<file path="src/rtl/event_encoder_83.sv">
// Event encoder: latches 2**IDX_W request lines into a pending bitmap and emits one index per handshake.
// Latency: a request sampled at edge k is presented (out_valid=1) after edge k; one index per cycle under out_ready.
// Backpressure: out/out_valid hold while out_ready=0; repeat requests on a still-pending bit are merged and flag ovf.
// Optional: define ENCODER_RR_EN for round-robin priority (default is fixed lowest-index priority).
module event_encoder_83 #(
    parameter int IDX_W = 3
) (
    input  logic                  clk,
    input  logic                  rst,
    input  logic                  e,
    input  logic [2**IDX_W-1:0]   in,
    input  logic                  clr,
    output logic [IDX_W-1:0]      out,
    output logic                  out_valid,
    input  logic                  out_ready,
    output logic [2**IDX_W-1:0]   pending,
    output logic                  ovf
);
    localparam int N = 2**IDX_W;

    typedef enum logic {
        IDLE    = 1'b0,
        PRESENT = 1'b1
    } state_t;

    state_t           state_q, state_d;
    logic [N-1:0]     pending_q, pending_d;
    logic [IDX_W-1:0] out_q, out_d;
    logic             ovf_q, ovf_d;

    logic             acc;
    logic [N-1:0]     grant;
    logic [N-1:0]     req;
    logic             load;
    logic [IDX_W-1:0] enc_idx;

`ifdef ENCODER_RR_EN
    logic [IDX_W-1:0] last_idx_q, last_idx_d;
`endif

    // Handshake, grant mask, pending update and sticky overflow.
    always_comb begin
        acc       = (state_q == PRESENT) && out_ready;
        grant     = acc ? ({{(N-1){1'b0}}, 1'b1} << out_q) : '0;
        req       = e ? in : '0;
        pending_d = (pending_q & ~grant) | req;
        if (|(req & pending_q & ~grant)) begin
            ovf_d = 1'b1;
        end else if (clr) begin
            ovf_d = 1'b0;
        end else begin
            ovf_d = ovf_q;
        end
    end

`ifdef ENCODER_RR_EN
    // Round-robin search of pending_d starting just after the most recently accepted index.
    always_comb begin
        logic             found;
        logic [IDX_W-1:0] start;
        logic [IDX_W-1:0] idx;
        last_idx_d = acc ? out_q : last_idx_q;
        start      = last_idx_d + 1'b1;
        enc_idx    = '0;
        found      = 1'b0;
        idx        = '0;
        for (int k = 0; k < N; k++) begin
            idx = start + k[IDX_W-1:0];
            if (!found && pending_d[idx]) begin
                enc_idx = idx;
                found   = 1'b1;
            end
        end
    end
`else
    // Fixed priority: scan from the top down so the lowest set index is the one left standing.
    always_comb begin
        enc_idx = '0;
        for (int i = N - 1; i >= 0; i--) begin
            if (pending_d[i]) begin
                enc_idx = i[IDX_W-1:0];
            end
        end
    end
`endif

    // Output FSM: reload when idle or when the presented index is being taken; otherwise hold.
    always_comb begin
        state_d = state_q;
        out_d   = out_q;
        load    = (state_q == IDLE) || out_ready;
        if (load) begin
            if (|pending_d) begin
                state_d = PRESENT;
                out_d   = enc_idx;
            end else begin
                state_d = IDLE;
            end
        end
    end

    // State registers, all cleared asynchronously.
    always_ff @(posedge clk or posedge rst) begin
        if (rst) begin
            state_q   <= IDLE;
            pending_q <= '0;
            out_q     <= '0;
            ovf_q     <= 1'b0;
        end else begin
            state_q   <= state_d;
            pending_q <= pending_d;
            out_q     <= out_d;
            ovf_q     <= ovf_d;
        end
    end

`ifdef ENCODER_RR_EN
    // Remembers the last accepted index; reset to N-1 so the first search starts at 0.
    always_ff @(posedge clk or posedge rst) begin
        if (rst) begin
            last_idx_q <= IDX_W'(N - 1);
        end else begin
            last_idx_q <= last_idx_d;
        end
    end
`endif

    assign out       = out_q;
    assign out_valid = (state_q == PRESENT);
    assign pending   = pending_q;
    assign ovf       = ovf_q;

endmodule

</file>
<file path="config.mk">
export PLATFORM = sky130hd
export DESIGN_NAME = event_encoder_83
export DESIGN_NICKNAME = d
export VERILOG_FILES = /design/src/rtl/event_encoder_83.sv
export SDC_FILE = /design/constraint.sdc
export NUM_CORES = 1
export LEC_CHECK = 0
export BUFFER_PORTS_ARGS = -buffer_cell sky130_fd_sc_hd__buf_2
export CAP_MARGIN = 20
export CORE_MARGIN = 3
export CORE_UTILIZATION = 49
export DETAILED_ROUTE_END_ITERATION = 10
export HOLD_SLACK_MARGIN = 0.1
export PLACE_DENSITY = 0.77
export SYNTH_ARGS = -nofsm -noshare
export SYNTH_HDL_FRONTEND = slang
export SYNTH_SLANG_ARGS = --single-unit
</file>
<file path="constraint.sdc">
create_clock -name clk -period 1.8 [get_ports clk]
set_clock_uncertainty 0.05 [all_clocks]
set_input_delay 0.09 -clock clk [delete_from_list [all_inputs] [get_ports clk]]
set_output_delay 0.09 -clock clk [all_outputs]
set_load 0.01 [all_outputs]
</file>
Word-level counts from Yosys, hierarchy flattened
Cells that the tools add are included.
{ "classes": {"bitwise_logic": 6, "n_shift": 1, "muxes": 13, "reduce_logical": 6} }
{ "ops": {"columns": ["op", "n"], "rows": [
  ["$and A8 B8 Y8", 3],
  ["$mux W3", 8],
  ["$mux W8", 2],
  ["$reduce_or A8 Y1", 2],
  ["$not A8 Y8", 1],
  ["$or A8 B8 Y8", 1],
  ["$shl A1 B3 Y8 const A", 1],
  ["$mux W1", 3],
  ["$reduce_and A2 Y1", 1],
  ["$reduce_bool A2 Y1", 1],
  ["$logic_and A1 B1 Y1", 1],
  ["$logic_or A1 B1 Y1", 1],
  ["$not A1 Y1", 1]
]} }
{ "word_totals": {"out_inout_bits": 13, "register_bits": 13} }

Logic depth before layout (Yosys ltp)
Gate-level depths: netlist (run 1).
{ "depth": {"ltp_word": 13, "mapped_depth": 6} }

Least setup slack after synthesis (run 1)
No wires, ideal clock.
{ "synth_path": {"path_kind": "flip-flop to flip-flop", "start": "reg out_q[0], in the netlist out[0]", "end": "reg out_q[0], in the netlist out[0]", "setup_slack_ns": 0.095, "n_path_buf": 1, "arrival_time_ns": 1.525, "t_required_ns": 1.621, "path_stages_with_launch": 7, "synth_period_minus_slack_ns": 1.705, "cell_sequence": "dfrtp_1 -> buf_2 -> mux2i_1 -> nand3_1 -> nor4_2 -> o21ai_0 -> o41a_1"} }
{ "synth_between": {"elab_chain_cells": 13, "word_cells_on_any_way": 15, "cone_classes": "1 x shift; 9 x mux; 3 x bitwise; 2 x reduce/logical"} }
{ "synth_rtl": {"columns": ["element", "line", "text"], "rows": [
  ["start, declared", "28", "logic [IDX_W-1:0] out_q, out_d;"],
  ["start signal, assigned", "112", "out_q <= out_d;"],
  ["$shl A1 B3 Y8 (*)", "44", "grant = acc ? ({{(N-1){1'b0}}, 1'b1} << out_q) : '0;"],
  ["$mux W8 (*)", "44", null],
  ["$not A8 Y8 (*)", "46", "pending_d = (pending_q & ~grant) | req;"],
  ["$and A8 B8 Y8 (*)", "46", null],
  ["$or A8 B8 Y8 (*)", "46", null],
  ["$mux W3 (8 in a row)", "80", "if (pending_d[i]) begin"]
]} }
Mark *: on every way between the ends. The rest lies on a longest branch, timed or not.
A chain may end at the register's enable or synchronous reset.

Worst setup path in the final report (run 1)
{ "layout_path": {"start": "reg out_q[2], in the netlist out[2]", "end": "reg out_q[0], in the netlist out[0]"} }
Same word-level chain as after synthesis.

==> metrics.yaml, run 1 <==
sta:
  slew_headroom_pct: 66.7
  tightestPinTransition_ps: 499
  layout_setup_ws_ps: -23.0
  fin_crit_sh_pct: 101
  hold_viol: 0
  rsz0062_at_grt: "true"
  drv_slew: 0
  finalCriticalPeriod_ps: 1820
  finalSetupTns_ps: -23.0
  fmax_mhz: 549
  setup_viol: 1
worst_setup_path:
  path_buf_inv: 1
  required_ps: 1970
  r2r_start: "out[2]"
  cpLargestDelayFamily: "simple AND/OR/NAND/NOR gates"
  r2r_slack_ps: -20
  crit_path_end_kind: "flip-flop"
  start_kind: "flip-flop"
  reg2reg_depth: 6
  worstPathMaxFanout: 7
  reg2reg_to: "out[0]"
  arrival_ps: 1990
  slowest_stage: "dfrtp_2"
  slowest_delay_ps: 450
  path_class: "flip-flop to flip-flop"
  crit_chain: "nand4b_1 > o21ai_1 > nand3_2 > nor4_4 > buf_4 > o41a_1"
global_route:
  grt_start_max_net_pins: 14
  grtUsageTotal_pct: 21.3
  antenna_found_initial: 0
  grt_pass1_vias: 803
  gr-total-overflow: 0
  grt_pass1_wl_microns: 3370
synthesis:
  netlist_instances: 103
  synth_seq_cells: 13
  synth.area.top_cells: "dfrtp_1, nand2_1, o21ai_0"
  synth_area_sq_um: 833
  synth.largest_area_cell: "dfrtp_1"
  synth-async-reset-ratio_pct: 100
  yosysTopAreaCellShare_pct: 39.0
  dominantRegCellSynth: "dfrtp_1"
  synth_nets: 116
  synth.avg_cell_area_sq_um: 8.09
  synth_edf_count: 0
  synth.yosys.warnings: 0
  synth.most_common_cell: "nand2_1"
  synth.distinct_cells: 29
  yosysSeqAreaShare_pct: 39.0
  synth_common_cells: "nand2_1, dfrtp_1, o21ai_0"
run_status:
  failed_checks: "setup timing"
  status: "finished, violations left"
clock_network:
  clockBufferDepth: 2
  cts-htree-levels: 1
  cts_num_sinks: 13
  cts-root-buf: "clkbuf_4"
  path_clk_slew_ps: 80
  cts_tree: "yes"
  insertion_delay_ps: 280
  numCtsBuffers: 3
final_layout:
  multi_input_area_sq_um: 498
  n_fill_cell: 112
  ff_latch_area_sq_um: 328
  drive_gt1_share_pct: 29.3
  diodes: 0
  syn_to_final_growth_pct: 42.5
  design_area_sq_um: 1190
  fin_nets: 164
floorplan:
  die_area_sq_um: 2230
  io_pins: 26
  die_h_microns: 47.2
  core-area_sq_um: 1560
  rows: 14
  start_util_pct: 53.5
  die_width_microns: 47.2
pwr:
  power_w: 0.000845
  cellLeakagePower_nw: 0.536
  vdd_drop_max_mv: 0.614
  powerDensity_nw_per_um2: 712
route:
  vias: 964
  drt_iter0_markers: 48
  routed_wl_microns: 2320
  ant_nets: 0
  post-route-drc-count: 0
  via_per_inst: 5.81
  first_pass_iters: 4
  wl_per_cell_microns: 14.0
place:
  place_ws_ps: -39.1
  portBuffers: 25
  placedInstanceArea_sq_um: 1030
  gp_congestion: 0.891
  hpwl_microns: 1630
hold_path:
  hold_path_depth: 3
  hp-start: "e"
  worstHoldPathType: "input pin to flip-flop"
  min_delay_worst_endpoint: "pending[1]"
flow_run:
  drv_cap: 0
[area by class of cell]
type                       count  area share, %
clock buffer                   4           2.21
sequential                    13           27.6
multi-input combinational     84           41.9
tap                           16           1.69
inverter                       4           1.26
timing repair buffer          45           25.3
[timing repair]
item                                   CTS  global route
hold buffers                            10             0
setup endpoints to repair                1             3
setup buffers                            0             2
endpoints found under the hold margin   22             0
pin swaps                                0             2
resized for setup                        1             5
[layer usage]
metal | part of all wire (%) | vias to the layer above | wire length [microns] | GRT usage [%]
met5 | 0 | - | 0 | 0
met2 | 46 | 50 | 1080 | 32.9
li1 | - | 479 | - | -
met4 | 1.2 | 0 | 27 | 8.29
met3 | 7.9 | 6 | 183 | 2.30
met1 | 44 | 429 | 1030 | 30.3
[layout by cell type (no fill, tap or decap), drive strengths merged, types with 2 or more instances in the layout]
master       instances
clkbuf               4
dlygate4sd3         10
nand4                2
o21ai               18
nand4b               2
inv                  4
nor4                 2
buf                 35
mux2i                4
o22a                 2
a21oi                2
nand2b               2
nand3                5
nor2                 8
a22oi                2
dfrtp               13
a31oi                2
nand2               23
[registers in the layout, summed over array words and instances, names as in the netlist]
register / cells
out: 3
ovf: 1
out_valid: 1
pending: 8
[how the worst max path moves through the flow]
stage / from / endpoint / slack [ps] / cells past startpoint
after floorplan: out[0] / out[0] / 100 / 6
after global placement: out[0] / out[0] / -7 / 6
after detailed placement: out[0] / out[0] / -40 / 6
after CTS: out_valid / out[0] / 30 / 6
after global routing: out[2] / out[0] / -80 / 6
final: out[2] / out[0] / -20 / 6
[cells by family (layout without fill, tap and decap cells)]
family / after synthesis / in the layout / synth area share (%)
flops: 13 / 13 / 39.0
simple gates: 47 / 47 / 27.9
mux: 4 / 4 / 4.80
compound gates: 33 / 33 / 25.4
buf+inv: 6 / 53 / 2.85
[tightest hold or removal path: stages]
cell and delay, ps:
buf_2 170, nand2_1 80, nand2_1 70
[per-stage QoR]
step           cells  utilization (%)  hold slack [ps]
4_1_cts          164             74.2              111
5_1_grt          166             76.2              157
6_report         166             76.2              131
2_1_floorplan    103                -            -83.0
3_5_place_dp     150             66.1             88.7
3_3_place_gp     150             66.1             89.8
[power by group]
group / leakage [nW] / switching (W) / internal (W)
logic: 0.389 / 0.000147 / 0.000132
clock network: 0.0150 / 0.000100 / 0.0000859
registers: 0.132 / 0.0000529 / 0.000327
total: 0.536 / 0.000300 / 0.000545
Note: power is estimated with default switching activity, not from simulation.
==> run 2, diff against run 1 <==
--- a/config.mk
+++ b/config.mk
@@ -5,10 +5,11 @@
 export SDC_FILE = /design/constraint.sdc
 export NUM_CORES = 1
 export LEC_CHECK = 0
+export ABC_AREA = 1
 export BUFFER_PORTS_ARGS = -buffer_cell sky130_fd_sc_hd__buf_2
 export CAP_MARGIN = 20
 export CORE_MARGIN = 3
-export CORE_UTILIZATION = 49
+export CORE_UTILIZATION = 48
 export DETAILED_ROUTE_END_ITERATION = 10
 export HOLD_SLACK_MARGIN = 0.1
 export PLACE_DENSITY = 0.77
==> metrics.yaml, run 2 <==
route:
  ant_nets: 0  # unchanged
  first_pass_iters: 4  # unchanged
  drt_iter0_markers: 22  # -54%
  via_per_inst: 4.95  # -15%
  post-route-drc-count: 0  # unchanged
  wl_per_cell_microns: 11.5  # -18%
  routed_wl_microns: 1820  # -22%
  vias: 782  # -19%
synthesis:
  yosysSeqAreaShare_pct: 42.4  # +3.4 points
  synth_common_cells: "nand2_1, inv_1, dfrtp_1"
  synth.area.top_cells: "dfrtp_1, nand2_1, inv_1"
  synth.yosys.warnings: 0  # unchanged
  synth_seq_cells: 13  # unchanged
  synth_nets: 118  # +1.7%
  synth.most_common_cell: "nand2_1"
  synth-async-reset-ratio_pct: 100  # unchanged
  synth.distinct_cells: 18  # -38%
  synth_edf_count: 0  # unchanged
  dominantRegCellSynth: "dfrtp_1"
  synth.largest_area_cell: "dfrtp_1"
  yosysTopAreaCellShare_pct: 42.4  # +3.4 points
  synth_area_sq_um: 767  # -8.0%
  netlist_instances: 105  # +1.9%
  synth.avg_cell_area_sq_um: 7.30  # -9.7%
pwr:
  cellLeakagePower_nw: 0.555  # +3.6%
  powerDensity_nw_per_um2: 879  # +23%
  power_w: 0.000905  # +7.1%
  vdd_drop_max_mv: 0.552  # -10%
floorplan:
  rows: 13  # -1
  io_pins: 26  # unchanged
  core-area_sq_um: 1400  # -10%
  die_width_microns: 46.0  # -2.7%
  start_util_pct: 54.8  # +1.4 points
  die_area_sq_um: 2110  # -5.3%
  die_h_microns: 46.0  # -2.7%
hold_path:
  hp-start: "e"
  worstHoldPathType: "input pin to flip-flop"
global_route:
  grt_pass1_wl_microns: 3070  # -8.8%
  grt_pass1_vias: 748  # -6.8%
  use_met2_pct: 36.0  # +3.1 points
  antenna_found_initial: 0  # unchanged
  gr-total-overflow: 0  # unchanged
  busiest_layer: "met2"
  met3_usage_pct: 10.3  # +8.0 points
  grt_start_max_net_pins: 14  # unchanged
  grtUsageTotal_pct: 20.6  # -0.74 points
  use_met1_pct: 22.7  # -7.6 points
final_layout:
  syn_to_final_growth_pct: 34.3
  final_cell_mix: "nand2_1, buf_2, inv_1"
  diodes: 0  # unchanged
  largest_reg_flops: 8  # unchanged
  fin_nets: 157  # -4.3%
  design_area_sq_um: 1030  # -13%
  final_common_cell: "nand2_1"
  n_fill_cell: 119  # +6.3%
  finalCoreUtilization_pct: 73.6  # -2.6 points
  drive_gt1_share_pct: 32.2  # +2.8 points
place:
  gp_congestion: 0.871  # -2.2%
  portBuffers: 25  # unchanged
  placedInstanceArea_sq_um: 903  # -12%
  hpwl_microns: 1450  # -11%
clock_network:
  cts_num_sinks: 13  # unchanged
  cts-root-buf: "clkbuf_4"
  cts_resized: 0  # -1
  numCtsBuffers: 3  # unchanged
  cts_tree: "yes"
  post_cts_buffers: 0  # unchanged
  cts-htree-levels: 1  # unchanged
  path_clk_slew_ps: 80  # about the same
  insertion_delay_ps: 270  # about the same
  clockBufferDepth: 2  # unchanged
worst_setup_path:
  path_class: "flip-flop to flip-flop"
  required_ps: 1950  # -20 ps
  arrival_ps: 1730  # -260 ps
  crit_top_cell: "nand2_2"
  slowest_stage: "dfrtp_1"
  crit_path_end_kind: "flip-flop"
  worstPathMaxFanout: 5  # -2
  r2r_slack_ps: 220  # +240 ps
  start_kind: "flip-flop"
  r2r_start: "out_valid"
  crit_chain: "nand3_2 > o21ai_2 > nand2_2 > nor2_2 > nand2_2 > o21ai_4 > nand2_1 > o21ai_0"
  startpoint: "out_valid"
  slowest_delay_ps: 430  # -20 ps
sta:
  fin_crit_sh_pct: 87.7  # -14 points
  slew_headroom_pct: 66.6  # about the same
  tightestPinTransition_ps: 500  # +0.711 ps
  rsz0062_at_grt: "false"
  drv_slew: 0  # unchanged
  hold_viol: 0  # unchanged
  setup_viol: 0  # -1
  fmax_mhz: 633  # +15%
  finalSetupTns_ps: 0  # +23.0 ps
  finalCriticalPeriod_ps: 1580  # -244 ps
flow_run:
  drv_cap: 0  # unchanged
run_status:
  status: "finished, final reports clean"
-- run 2: kinds of logic after synthesis --
family,after synthesis,share of synthesized area (%)
simple gates,61,35.6
flops,13,42.4
compound gates,13,12.7
buf+inv,18,9.30
-- run 2: timing repair --
item | in CTS | in global routing
hold buffers | 10 | 0
endpoints found under the setup margin | 0 | 0
endpoints found under the hold margin | 22 | 0
-- run 2: power breakdown --
part / switching (W) / total [W] / leakage [nW] / internal [W]
Clock: 0.0000927 / 0.000179 / 0.0150 / 0.0000859
Combinational: 0.000213 / 0.000343 / 0.406 / 0.000130
Sequential: 0.0000406 / 0.000384 / 0.134 / 0.000343
Total: 0.000347 / 0.000905 / 0.555 / 0.000559
-- run 2: final timing paths --
| path | endpoint | cells after the start |
|---|---|---|
| worst max-delay path | out[1] | 8 |
| worst min-delay path | pending[1] | 3 |
| worst max register to register | out[1] | 8 |
| worst min register to register | ovf | 2 |
| max in group asynchronous | pending[0] | 3 |
| min in group asynchronous | ovf | 3 |
-- run 2: layout make-up --
| cell class | count | area [sq um] | share of cell area, % |
|---|---|---|---|
| Timing Repair Buffer | 35 | 225 | 21.9 |
| Multi-Input combinational cell | 74 | 370 | 36.0 |
| Inverter | 17 | 63.8 | 6.20 |
| Sequential cell | 13 | 325 | 31.6 |
| Tap cell | 15 | 18.8 | 1.82 |
| Clock buffer | 4 | 26.3 | 2.55 |
-- run 2: metrics by stage --
stage	std cells	setup slack (ps)	hold slack, ps
2_1_floorplan	105	359	-83.0
3_5_place_dp	144	246	89.8
5_1_grt	158	30.1	168
4_1_cts	158	222	138
6_report	158	221	148
3_3_place_gp	144	233	90.5
-- run 2: worst max-delay path, delay by kind of cell, from the launching register on --
| family | cells | cell delay (ps) |
|---|---|---|
| compound gates | 3 | 440 |
| flops | 1 | 430 |
| simple gates | 5 | 580 |
-- run 2: layer usage --
layer,wire length (microns),part of all wire [%],vias up
met5,0,0,-
met4,0,0,0
met3,166,9.1,0
met2,883,49,31
met1,769,42,355
li1,-,-,396
